File: config.mk
export PLATFORM = sky130hd
export DESIGN_NAME = avalon_mm_pwm_multi
export DESIGN_NICKNAME = d
export VERILOG_FILES = /design/src/rtl/pwm_pkg.sv /design/src/rtl/pwm_channel.sv /design/src/rtl/avalon_mm_pwm_multi.sv
export SDC_FILE = /design/constraint.sdc
export NUM_CORES = 1
export LEC_CHECK = 0
export BUFFER_PORTS_ARGS = -buffer_cell sky130_fd_sc_hd__buf_2
export CAP_MARGIN = 20
export CORE_MARGIN = 3
export CORE_UTILIZATION = 60
export DETAILED_ROUTE_END_ITERATION = 10
export PLACE_DENSITY = 0.89
export SYNTH_ARGS = -nofsm -noshare
export SYNTH_HDL_FRONTEND = slang
export SYNTH_SLANG_ARGS = --single-unit
File: constraint.sdc
create_clock -name clk -period 5.78 [get_ports clk]
set_input_delay 0.289 -clock clk [delete_from_list [all_inputs] [get_ports clk]]
set_output_delay 0.289 -clock clk [all_outputs]
set_load 0.05 [all_outputs]
File: src/rtl/pwm_pkg.sv
// Shared definitions for the multi-channel Avalon-MM PWM block:
// register offsets within a channel and CONTROL register bit layout.
package pwm_pkg;

  typedef enum logic [1:0] {
    REG_COMPARE = 2'd0,
    REG_PERIOD  = 2'd1,
    REG_CONTROL = 2'd2,
    REG_COUNT   = 2'd3
  } reg_sel_e;

  localparam int CTRL_EN_BIT     = 0;
  localparam int CTRL_INV_BIT    = 1;
  localparam int CTRL_WRAP_BIT   = 2;
  localparam int CTRL_IRQ_EN_BIT = 3;

  // Field order mirrors the bit positions above (MSB first).
  typedef struct packed {
    logic irq_en;
    logic wrap;
    logic inv;
    logic en;
  } ctrl_t;

  localparam int CTRL_W = $bits(ctrl_t);

endpackage

File: src/rtl/pwm_channel.sv
// One PWM channel: shadow/active COMPARE and PERIOD, the counter, the sticky
// WRAP flag and the registered (optionally inverted) output.
module pwm_channel
  import pwm_pkg::*;
#(
  parameter int CNT_W = 16
) (
  input  logic              clk,
  input  logic              rst_n,
  input  logic              wr_cmp_i,
  input  logic              wr_per_i,
  input  logic              wr_ctrl_i,
  input  logic [CNT_W-1:0]  wdata_i,
  input  logic [CTRL_W-1:0] ctrl_wdata_i,
  output logic [CNT_W-1:0]  cmp_o,
  output logic [CNT_W-1:0]  per_o,
  output logic [CNT_W-1:0]  cnt_o,
  output logic [CTRL_W-1:0] ctrl_o,
  output logic              pwm_o,
  output logic              irq_o
);

  logic [CNT_W-1:0] sh_cmp_q, sh_cmp_d;
  logic [CNT_W-1:0] sh_per_q, sh_per_d;
  logic [CNT_W-1:0] act_cmp_q, act_cmp_d;
  logic [CNT_W-1:0] act_per_q, act_per_d;
  logic [CNT_W-1:0] cnt_q, cnt_d;
  ctrl_t            ctrl_q, ctrl_d;
  logic             pwm_q, pwm_d;
  logic             wrap_evt;
  logic             raw;

  assign wrap_evt = ctrl_q.en && (cnt_q == act_per_q);
  assign raw      = ctrl_q.en && (cnt_q < act_cmp_q);

  always_comb begin
    // NOTE: every variable driven here gets a default first, so no branch can
    // leave one unassigned and infer a latch.
    sh_cmp_d  = sh_cmp_q;
    sh_per_d  = sh_per_q;
    act_cmp_d = act_cmp_q;
    act_per_d = act_per_q;
    cnt_d     = cnt_q;
    ctrl_d    = ctrl_q;
    pwm_d     = raw ^ ctrl_q.inv;

    if (wr_cmp_i) sh_cmp_d = wdata_i;
    if (wr_per_i) sh_per_d = wdata_i;

    // Reload uses the shadow held before this cycle's write, so a write landing
    // on the wrap cycle takes effect one period later.
    if (!ctrl_q.en || wrap_evt) begin
      act_cmp_d = sh_cmp_q;
      act_per_d = sh_per_q;
      cnt_d     = '0;
    end else begin
      cnt_d = cnt_q + CNT_W'(1);
    end

    if (wr_ctrl_i) begin
      ctrl_d.en     = ctrl_wdata_i[CTRL_EN_BIT];
      ctrl_d.inv    = ctrl_wdata_i[CTRL_INV_BIT];
      ctrl_d.irq_en = ctrl_wdata_i[CTRL_IRQ_EN_BIT];
      if (ctrl_wdata_i[CTRL_WRAP_BIT]) ctrl_d.wrap = 1'b0;
    end
    // Hardware set has priority over a simultaneous software clear.
    if (wrap_evt) ctrl_d.wrap = 1'b1;
  end

  // NOTE: state registers use non-blocking assignments only, and every one of
  // them (including the shadow/active datapath) has an async reset value,
  // because software expects defined register contents straight after reset.
  always_ff @(posedge clk or negedge rst_n) begin
    if (!rst_n) begin
      sh_cmp_q  <= '0;
      sh_per_q  <= '1;
      act_cmp_q <= '0;
      act_per_q <= '1;
      cnt_q     <= '0;
      ctrl_q    <= '0;
      pwm_q     <= 1'b0;
    end else begin
      sh_cmp_q  <= sh_cmp_d;
      sh_per_q  <= sh_per_d;
      act_cmp_q <= act_cmp_d;
      act_per_q <= act_per_d;
      cnt_q     <= cnt_d;
      ctrl_q    <= ctrl_d;
      pwm_q     <= pwm_d;
    end
  end

  assign cmp_o  = sh_cmp_q;
  assign per_o  = sh_per_q;
  assign cnt_o  = cnt_q;
  assign ctrl_o = ctrl_q;
  assign pwm_o  = pwm_q;
  assign irq_o  = ctrl_q.wrap && ctrl_q.irq_en;

endmodule

File: src/rtl/avalon_mm_pwm_multi.sv
// Multi-channel PWM with an Avalon-MM slave: address decode, registered read
// mux and the interrupt OR; per-channel logic lives in pwm_channel.
module avalon_mm_pwm_multi
  import pwm_pkg::*;
#(
  parameter int  NUM_CH = 4,
  parameter int  CNT_W  = 16,
  localparam int CH_W   = (NUM_CH > 1) ? $clog2(NUM_CH) : 1,
  localparam int ADDR_W = CH_W + 2
) (
  input  logic              clk,
  input  logic              reset_n,
  input  logic [ADDR_W-1:0] address,
  input  logic              read,
  output logic [31:0]       readdata,
  input  logic              write,
  input  logic [31:0]       writedata,
  output logic [NUM_CH-1:0] pwm_out,
  output logic              irq
);

  logic [CH_W-1:0]   ch_sel;
  reg_sel_e          reg_sel;
  logic [NUM_CH-1:0] wr_cmp, wr_per, wr_ctrl, ch_irq;
  logic [31:0]       rd_word;
  logic [31:0]       readdata_q;
  logic              unused_wdata;

  logic [CNT_W-1:0]  ch_cmp  [NUM_CH];
  logic [CNT_W-1:0]  ch_per  [NUM_CH];
  logic [CNT_W-1:0]  ch_cnt  [NUM_CH];
  logic [CTRL_W-1:0] ch_ctrl [NUM_CH];

  assign ch_sel  = address[ADDR_W-1:2];
  assign reg_sel = reg_sel_e'(address[1:0]);

  // Upper write-data bits beyond the counter width are architecturally ignored.
  assign unused_wdata = ^writedata;

  // Channel slots without a channel never match, so writes there are dropped.
  always_comb begin
    wr_cmp  = '0;
    wr_per  = '0;
    wr_ctrl = '0;
    for (int i = 0; i < NUM_CH; i++) begin
      if (write && (ch_sel == CH_W'(i))) begin
        wr_cmp[i]  = (reg_sel == REG_COMPARE);
        wr_per[i]  = (reg_sel == REG_PERIOD);
        wr_ctrl[i] = (reg_sel == REG_CONTROL);
      end
    end
  end

  always_comb begin
    rd_word = '0;
    for (int i = 0; i < NUM_CH; i++) begin
      if (ch_sel == CH_W'(i)) begin
        case (reg_sel)
          REG_COMPARE: rd_word = 32'(ch_cmp[i]);
          REG_PERIOD:  rd_word = 32'(ch_per[i]);
          REG_CONTROL: rd_word = 32'(ch_ctrl[i]);
          REG_COUNT:   rd_word = 32'(ch_cnt[i]);
          default:     rd_word = '0;
        endcase
      end
    end
  end

  always_ff @(posedge clk or negedge reset_n) begin
    if (!reset_n) begin
      readdata_q <= '0;
    end else if (read) begin
      readdata_q <= rd_word;
    end
  end

  assign readdata = readdata_q;

  for (genvar g = 0; g < NUM_CH; g++) begin : g_ch
    pwm_channel #(
      .CNT_W(CNT_W)
    ) u_ch (
      .clk          (clk),
      .rst_n        (reset_n),
      .wr_cmp_i     (wr_cmp[g]),
      .wr_per_i     (wr_per[g]),
      .wr_ctrl_i    (wr_ctrl[g]),
      .wdata_i      (writedata[CNT_W-1:0]),
      .ctrl_wdata_i (writedata[CTRL_W-1:0]),
      .cmp_o        (ch_cmp[g]),
      .per_o        (ch_per[g]),
      .cnt_o        (ch_cnt[g]),
      .ctrl_o       (ch_ctrl[g]),
      .pwm_o        (pwm_out[g]),
      .irq_o        (ch_irq[g])
    );
  end

  assign irq = |ch_irq;

endmodule

After elaboration in Yosys (flattened, before gate mapping)
Cells that the tools add are included.
{"block": "classes", "muxes": 33, "n_eq_ne": 10, "n_addsub": 4, "reduce_logical": 39, "n_lt_le_gt_ge": 4, "n_bitwise": 4}
{"op": "$pmux W32 S4", "n": 4}
{"op": "$mux W32", "n": 4}
{"op": "$add A16 B1 Y16 const B", "n": 4}
{"op": "$eq A16 B16 Y1", "n": 4}
{"op": "$lt A16 B16 Y1", "n": 4}
{"op": "$mux W16", "n": 4}
{"op": "$mux W1", "n": 17}
{"op": "$logic_and A1 B1 Y1", "n": 16}
{"op": "$reduce_bool A2 Y1", "n": 8}
{"op": "$mux W3", "n": 4}
{"op": "$eq A2 B2 Y1 const B", "n": 4}
{"op": "$reduce_and A2 Y1", "n": 4}
{"op": "$eq A2 B1 Y1 const B", "n": 2}
{"op": "$logic_not A1 Y1", "n": 4}
{"op": "$logic_not A2 Y1", "n": 2}
{"op": "$logic_or A1 B1 Y1", "n": 4}
{"op": "$reduce_or A4 Y1", "n": 1}
{"op": "$xor A1 B1 Y1", "n": 4}
{"block": "totals", "word_cells": 135, "register_bits": 372, "input_bits": 40, "output_inout_bits": 37}

Depth between registers and ports, before layout
Gate-level depths: netlist of the first run.
{"block": "depth", "ltp_word": 6, "mapped_depth": 9, "mapped_depth_nobuf": 7}

Modules after synthesis
Synthesis of the first run repeated with hierarchy kept, for this count alone.
{"block": "unflattened", "cells_unflattened": 1479, "area_unflattened_um2": 18403.9}
{"module": "pwm_channel at g_ch[0].u_ch ...", "cells_each": 295, "n_inst": 3, "seq_area_each_um2": 2167.1, "area_per_inst_um2": 3932.5}
{"module": "pwm_channel at g_ch[3].u_ch", "cells_each": 300, "n_inst": 1, "seq_area_each_um2": 2167.1, "area_per_inst_um2": 3946.3}
{"module": "avalon_mm_pwm_multi", "cells_each": 294, "n_inst": 1, "seq_area_each_um2": 400.4, "area_per_inst_um2": 2660.1}

Worst setup path after synthesis of the first run
Ideal clock, no wire load.
{"block": "synth_timing", "path_type": "reg2reg", "startpoint": "register g_ch[0].u_ch.cnt_q[11]", "endpoint": "register g_ch[0].u_ch.pwm_q", "setup_time_ns": 0.080, "stages_incl_launch_ff": 7, "setup_slack_ns": 3.771, "arrival_time_ns": 1.929, "period_less_slack_ns": 2.009, "n_path_buf": 0, "t_required_ns": 5.700, "cell_sequence": "dfrtp_1 > ha_1 > nand3_1 > or4_1 > or4_1 > nand4_1 > xnor2_1"}
{"block": "synth_between", "elab_chain_len": 3}
{"item": "start, declared", "line": "pwm_channel.sv:27", "text": "logic [CNT_W-1:0] cnt_q, cnt_d;"}
{"item": "start signal, assigned", "line": "pwm_channel.sv:87", "text": "cnt_q <= cnt_d;"}
{"item": "$lt A16 B16 Y1", "line": "pwm_channel.sv:34", "text": "assign raw = ctrl_q.en && (cnt_q < act_cmp_q);"}
{"item": "$logic_and A1 B1 Y1", "line": "pwm_channel.sv:34"}
{"item": "$xor A1 B1 Y1", "line": "pwm_channel.sv:45", "text": "pwm_d = raw ^ ctrl_q.inv;"}
{"item": "via g_ch[0].u_ch.pwm_d", "line": "pwm_channel.sv:29", "text": "logic pwm_q, pwm_d;"}
{"item": "end signal, assigned", "line": "pwm_channel.sv:89", "text": "pwm_q <= pwm_d;"}
{"item": "end, declared", "line": "pwm_channel.sv:29"}
The timed path passes the listed nets, and every way through them passes these cells.
A chain may end at the register's enable or synchronous reset.

Worst setup path in the final report of the first run
{"block": "layout_timing", "startpoint": "register g_ch[2].u_ch.cnt_q[2]", "endpoint": "register g_ch[2].u_ch.act_cmp_q[8]"}
{"block": "layout_between", "elab_chain_len": 3}
{"item": "start, declared", "line": "pwm_channel.sv:27"}
{"item": "start signal, assigned", "line": "pwm_channel.sv:87"}
{"item": "$eq A16 B16 Y1", "line": "pwm_channel.sv:33", "text": "assign wrap_evt = ctrl_q.en && (cnt_q == act_per_q);"}
{"item": "$logic_and A1 B1 Y1", "line": "pwm_channel.sv:33"}
{"item": "$logic_or A1 B1 Y1", "line": "pwm_channel.sv:52", "text": "if (!ctrl_q.en || wrap_evt) begin"}
{"item": "end signal, assigned", "line": "pwm_channel.sv:85", "text": "act_cmp_q <= act_cmp_d;"}
{"item": "end, declared", "line": "pwm_channel.sv:25", "text": "logic [CNT_W-1:0] act_cmp_q, act_cmp_d;"}
No other way between the ends.

==> impl_metrics.csv, run 1 <==
group,metric,value,unit
timing,slew_viol_final,0,
placed_design,place.gp.congestion,0.899,
placed_design,dp_cells,1890,
final_layout,nFillCells,2045,
die,std_cell_rows,63,
clock_network,cts_max_level,2,
timing,setup_violations,0,
setup_path,cp-start-kind,"flop",
timing,setup_tns,0,ns
synth,synth_top_area_share,31.4,%
die,die_w,180,um
final_layout,antennaDiodeCount,0,
timing,max_freq,0.341,GHz
final_layout,finalNonFillerCells,1955,
synth,yosysUniqueCellTypes,55,
setup_path,cp-end-kind,"flop",
drt,dr.pass1.iters,6,
setup_path,crit_fanout,47,
drt,ant_nets,0,
drt,num_vias,12279,
timing,fin_crit,2.93,ns
synth,synth-edff-count,0,
drt,drc,0,
placed_design,hpwl,29900,um
worst_hold_path,min_path_type,"in2reg",
clock_network,clock_latency,0.52,ns
drt,drtIter0Drc,1256,
clock_network,cts_tree,"yes",
setup_path,crit_type,"reg2reg",
clock_network,clk_path_buf_depth,3,
status,status,"complete, no violations",
placed_design,io_buffer_count,44,
timing,rsz0062_at_grt,"no",
final_layout,area_growth_syn_to_layout,8.02,%
synth,ys.flop_type,"dfrtp_1",
timing,post-route-period-util,50.7,%
setup_path,cp.required,6.18,ns
synth,synthCells,1527,
final_layout,multi_input_area,8310,um2
synth,ys_seq_area_share,49.9,%
grt,grt_max_degree,124,
timing,fin_skew,0.0175,ns
drt,post_drt_wl_per_cell,23.1,um
run,cap_violations,0,
die,die_y,180,um
final_layout,seqCellArea,9070,um2
synth,syn_area,18200,um2
timing,hold_viol_final,0,
drt,drt-total-wl,45200,um
clock_network,clk_root_buffer_cell,"clkbuf_16",
synth,ys_ff_latch,356,
synth,yosysTopAreaCell,"dfrtp_1",
die,start_util,61.1,%
final_layout,design_area,19600,um2
final_layout,drive_above_1_share,34.1,%
setup_path,reg2reg_depth,5,
worst_hold_path,hold_path_depth,3,
synth,postSynthAreaPerCell,11.9,um2
clock_network,numCtsBuffers,36,
timing,slew_headroom,25.5,%
grt,grt-ovfl-total,0,
clock_network,path_clk_slew,0.06,ns
die,die-area,32400,um2
clock_network,clock_sinks,356,
grt,grt_pass1_vias,12586,
power_and_ir_drop,power.leakage,0.00884,uW
power_and_ir_drop,total_power,8290,uW
setup_path,critPathArrivalTime,3.33,ns
timing,worstMarginPinSlew,1.11,ns
power_and_ir_drop,ir_worst_vdd,303,uV
synth,yosys-top-cells-area,"dfrtp_1 31%, dfstp_2 19%, mux2_2 17%",
synth,ys_warn_count,0,
grt,grt_use_total,27.4,%
grt,grt_pass1_wl,70400,um
die,ios,77,
synth,async_flop_share,100,%
grt,antenna_found_initial,4,
placed_design,place_area,18500,um2
drt,viasPerCell,6.28,
die,core_area,29700,um2
final_layout,nets,1643,
power_and_ir_drop,power.density,422,nW/um2
-- through the flow --
stage	utilization, %	hold WS, ns	setup slack [ns]
after floorplan	-	-0.00659	3.77
after global placement	62.2	0.441	2.56
after detailed placement	62.2	0.446	2.54
after CTS	66.0	0.160	2.95
after global routing	66.0	0.193	2.82
final	66.0	0.173	2.85
-- cells in the mapped netlist (26+ instances only) --
cell type	instances
mux2_2	268
buf_2	26
nand4_1	26
mux2i_1	53
a21oi_1	69
inv_1	80
dfrtp_1	228
nor2_1	107
ha_1	64
xor2_1	101
buf_4	41
nand2_1	57
o21ai_0	49
dfstp_2	128
nand3_1	36
-- layer usage --
metal	track usage, %	part of all wire [%]
met5	0	0.057
met1	36.6	40
met4	11.4	4.6
met2	44.2	47
met3	5.49	8.0
-- sequential cells by signal (all words and copies together) (netlist names) --
register and count:
g_ch.u_ch.per_o 64, g_ch.u_ch.ctrl_o 16, g_ch.u_ch.pwm_o 4, readdata 16, g_ch.u_ch.act_per_q 64, g_ch.u_ch.act_cmp_q 64, g_ch.u_ch.cnt_o 64, g_ch.u_ch.cmp_o 64
-- worst max-delay path: stages, from the launching register on --
cell	delay [ns]
dfrtp_1	0.51
xor2_1	0.20
nor4_1	0.45
nand4_1	0.31
nand2_2	0.89
mux2_2	0.43
-- layout by cell type (no fill, tap or decap), drive strengths merged, types with 8 or more instances in the layout --
master,count
clkinv,10
and4,11
conb,16
nor4,17
a21oi,69
o21ai,49
nand2,57
nand4,26
mux2i,53
buf,53
inv,80
xnor2,22
nor2,108
o22ai,8
xor2,101
dfrtp,228
ha,64
mux2,268
clkbuf,51
dfstp,128
and3,11
o211ai,13
nand3,40
mux4,15
-- power breakdown --
part,internal (uW),switching (uW)
Combinational,979,1110
Clock,1310,970
Sequential,3390,524
Total,5680,2610
-- final timing paths --
path / endpoint / slack (ns) / start
worst max-delay path: g_ch[2].u_ch.act_cmp_q[8] / 2.85 / g_ch[2].u_ch.cnt_o[2]
worst min-delay path: g_ch[1].u_ch.ctrl_o[0] / 0.17 / writedata[0]
worst max register to register: g_ch[2].u_ch.act_cmp_q[8] / 2.85 / g_ch[2].u_ch.cnt_o[2]
worst min register to register: g_ch[3].u_ch.pwm_o / 0.48 / g_ch[3].u_ch.ctrl_o[1]
max in group asynchronous: g_ch[0].u_ch.ctrl_o[0] / 3.75 / reset_n
min in group asynchronous: g_ch[0].u_ch.cnt_o[15] / 0.42 / reset_n
-- cell type report --
type                            count  area share, %
Tap cell                          390           2.49
Multi-Input combinational cell   1011           42.4
Sequential cell                   356           46.2
Inverter                           80           1.53
Timing Repair Buffer               54           1.58
Clock inverter                     13          0.485
Clock buffer                       51           5.34
-- logic make-up after synthesis --
logic type	after synthesis	share of synthesized area [%]
XOR/XNOR	123	5.93
other	1	0.0206
flip-flops	356	49.9
adder cells (fa/ha/maj)	64	4.41
AO/OA/AOI/OAI	168	5.36
multiplexers	336	21.4
AND/OR/NAND/NOR	304	8.24
buffers and inverters	175	4.72
-- what timing repair did --
| item | CTS | global route |
|---|---|---|
| resized for setup | 0 | 0 |
| buffers inserted | 0 | 0 |
| hold buffers | 1 | 0 |
| endpoints found under the hold margin | 72 | 0 |
Note: power is estimated with default switching activity, not from simulation.
==> inputs of run 2 (changes only) <==
Clock period 5.78 ns to 2.8 ns, I/O delays scaled along.
==> run 2 against run 1 <==
Effect of this change: non-clock buffer count grew 29; worst setup slack lost 2.5 ns; die area is the same; first-iteration DRC count shrank 3.6%.
==> impl_metrics.csv, run 2 (same netlist as run 1, synthesis figures left out) <==
group,metric,value,unit
status,status,"complete, no violations",
timing,slew_viol_final,0,
run,cap_violations,0,
clock_network,clock_latency,0.53,ns
setup_path,reg2reg_depth,6,
final_layout,seqCellArea,9070,um2
placed_design,hpwl,31200,um
timing,rsz0062_at_grt,"no",
worst_hold_path,hold_end,"g_ch[1].u_ch.ctrl_o[0]",
die,start_util,61.1,%
setup_path,rrSetupSlack,0.34,ns
grt,grt-ovfl-total,0,
final_layout,area_growth_syn_to_layout,10.1,%
timing,post-route-period-util,88.0,%
clock_network,clk_path_buf_depth,3,
drt,drt-total-wl,45900,um
placed_design,io_buffer_count,44,
timing,max_freq,0.406,GHz
clock_network,path_clk_slew,0.06,ns
drt,post_drt_wl_per_cell,23.2,um
setup_path,crit_type,"reg2reg",
die,ios,77,
die,core_area,29700,um2
final_layout,antennaDiodeCount,0,
clock_network,clk_root_buffer_cell,"clkbuf_16",
clock_network,numCtsBuffers,36,
drt,drtIter0Drc,1211,
setup_path,cp-end-kind,"flop",
grt,grt_max_degree,88,
die,die-area,32400,um2
power_and_ir_drop,power.leakage,0.00905,uW
clock_network,postCtsSetupBuffers,0,
final_layout,nets,1672,
timing,setup_violations,0,
clock_network,clock_sinks,356,
die,die_y,180,um
power_and_ir_drop,power.density,872,nW/um2
final_layout,drive_above_1_share,35.1,%
clock_network,cts_tree,"yes",
setup_path,r2r_end,"g_ch[0].u_ch.act_cmp_q[12]",
die,die_w,180,um
grt,grt_use_total,28.3,%
drt,ant_nets,0,
setup_path,cp-start-kind,"flop",
grt,grt_pass1_wl,72800,um
final_layout,final_cell_mix,"268 x mux2_2, 228 x dfrtp_1, 128 x dfstp_2, 107 x nor2_1, 101 x xor2_1",
final_layout,multi_input_area,8310,um2
timing,setup_tns,0,ns
final_layout,nFillCells,1949,
clock_network,cts_max_level,2,
drt,dr.pass1.iters,5,
timing,slew_headroom,38.1,%
timing,fin_crit,2.46,ns
drt,drc,0,
die,std_cell_rows,63,
setup_path,r2r-start,"g_ch[0].u_ch.cnt_o[11]",
timing,worst_slack,0.337,ns
placed_design,place.gp.congestion,0.946,
grt,antenna_found_initial,4,
setup_path,critPathArrivalTime,2.87,ns
clock_network,cts_resized,0,
worst_hold_path,min_path_type,"in2reg",
grt,grt_pass1_vias,13135,
timing,worstMarginPinSlew,0.928,ns
setup_path,cp.required,3.20,ns
worst_hold_path,hold_path_depth,3,
final_layout,final_common_cell,"mux2_2",
timing,fin_skew,0.0167,ns
setup_path,crit_fanout,37,
timing,hold_viol_final,0,
drt,viasPerCell,6.27,
placed_design,pre_cts_ws,0.381,ns
worst_hold_path,hold_path_startpoint,"writedata[0]",
drt,num_vias,12438,
power_and_ir_drop,ir_worst_vdd,801,uV
[run 2: cell count changes in the layout (fill, tap and decap cells not counted), moves of 2 or more]
| cell | previous run | this run |
|---|---|---|
| nor2_1 | 105 | 107 |
| buf_4 | 10 | 31 |
| clkinv_2 | 10 | 5 |
| nor2_2 | 3 | 1 |
| clkbuf_8 | 7 | 12 |
| buf_12 | 0 | 7 |
[run 2: timing repair]
action                                  in CTS  in global routing
endpoints found under the setup margin       0                  0
hold buffers                                 2                  0
hold endpoints to repair                    52                  0
[run 2: layer usage]
metal  GRT usage [%]  wire length [um]  part of all wire, %
met3            6.34              3780                  8.2
met5               0                80                 0.17
met1            36.9             18000                   39
met2            45.0             21500                   47
met4            14.0              2560                  5.6
[run 2: area by class of cell]
| cell class | instances | area share [%] |
|---|---|---|
| inverter | 80 | 1.50 |
| clock buffer | 55 | 5.57 |
| tap | 390 | 2.44 |
| sequential | 356 | 45.3 |
| timing repair buffer | 83 | 3.09 |
| clock inverter | 9 | 0.507 |
| multi-input combinational | 1011 | 41.5 |
[run 2: stage by stage]
stage | hold slack (ns) | cells | total power [uW] | cell area, um2 | util (%)
6_report | 0.0321 | 1984 | 17400 | 20000 | 67.3
5_1_grt | 0.0732 | 1984 | 18200 | 20000 | 67.3
4_1_cts | 0.0161 | 1984 | 17400 | 20000 | 67.3
3_5_place_dp | 0.202 | 1918 | 12400 | 18800 | 63.1
3_3_place_gp | 0.200 | 1918 | 12100 | 18800 | 63.1
2_1_floorplan | -0.156 | 1542 | 11100 | 18200 | -
[run 2: worst max path at each step]
stage / start / endpoint / slack (ns) / cells past startpoint
after floorplan: g_ch[0].u_ch.cnt_o[11] / g_ch[0].u_ch.pwm_o / 0.79 / 6
after global placement: g_ch[1].u_ch.cnt_o[11] / g_ch[1].u_ch.act_cmp_q[8] / 0.48 / 6
after detailed placement: g_ch[1].u_ch.cnt_o[11] / g_ch[1].u_ch.act_cmp_q[12] / 0.38 / 6
after CTS: g_ch[1].u_ch.cnt_o[11] / g_ch[1].u_ch.act_cmp_q[12] / 0.37 / 6
after global routing: g_ch[0].u_ch.cnt_o[0] / g_ch[0].u_ch.act_cmp_q[1] / 0.26 / 6
final: g_ch[0].u_ch.cnt_o[11] / g_ch[0].u_ch.act_cmp_q[12] / 0.34 / 6
[run 2: worst max-delay path, stage by stage (launching register included)]
cell and delay (ns):
dfrtp_1 0.46, xor2_1 0.18, nor4_1 0.48, nand4_1 0.25, nand2_2 0.33, buf_12 0.27, mux2_2 0.36
[run 2: power by group]
group	internal (uW)	switching, uW	leakage (uW)
registers	7000	1080	0.00424
clock network	2930	2020	0.000601
logic	2090	2320	0.00421
total	12000	5430	0.00905
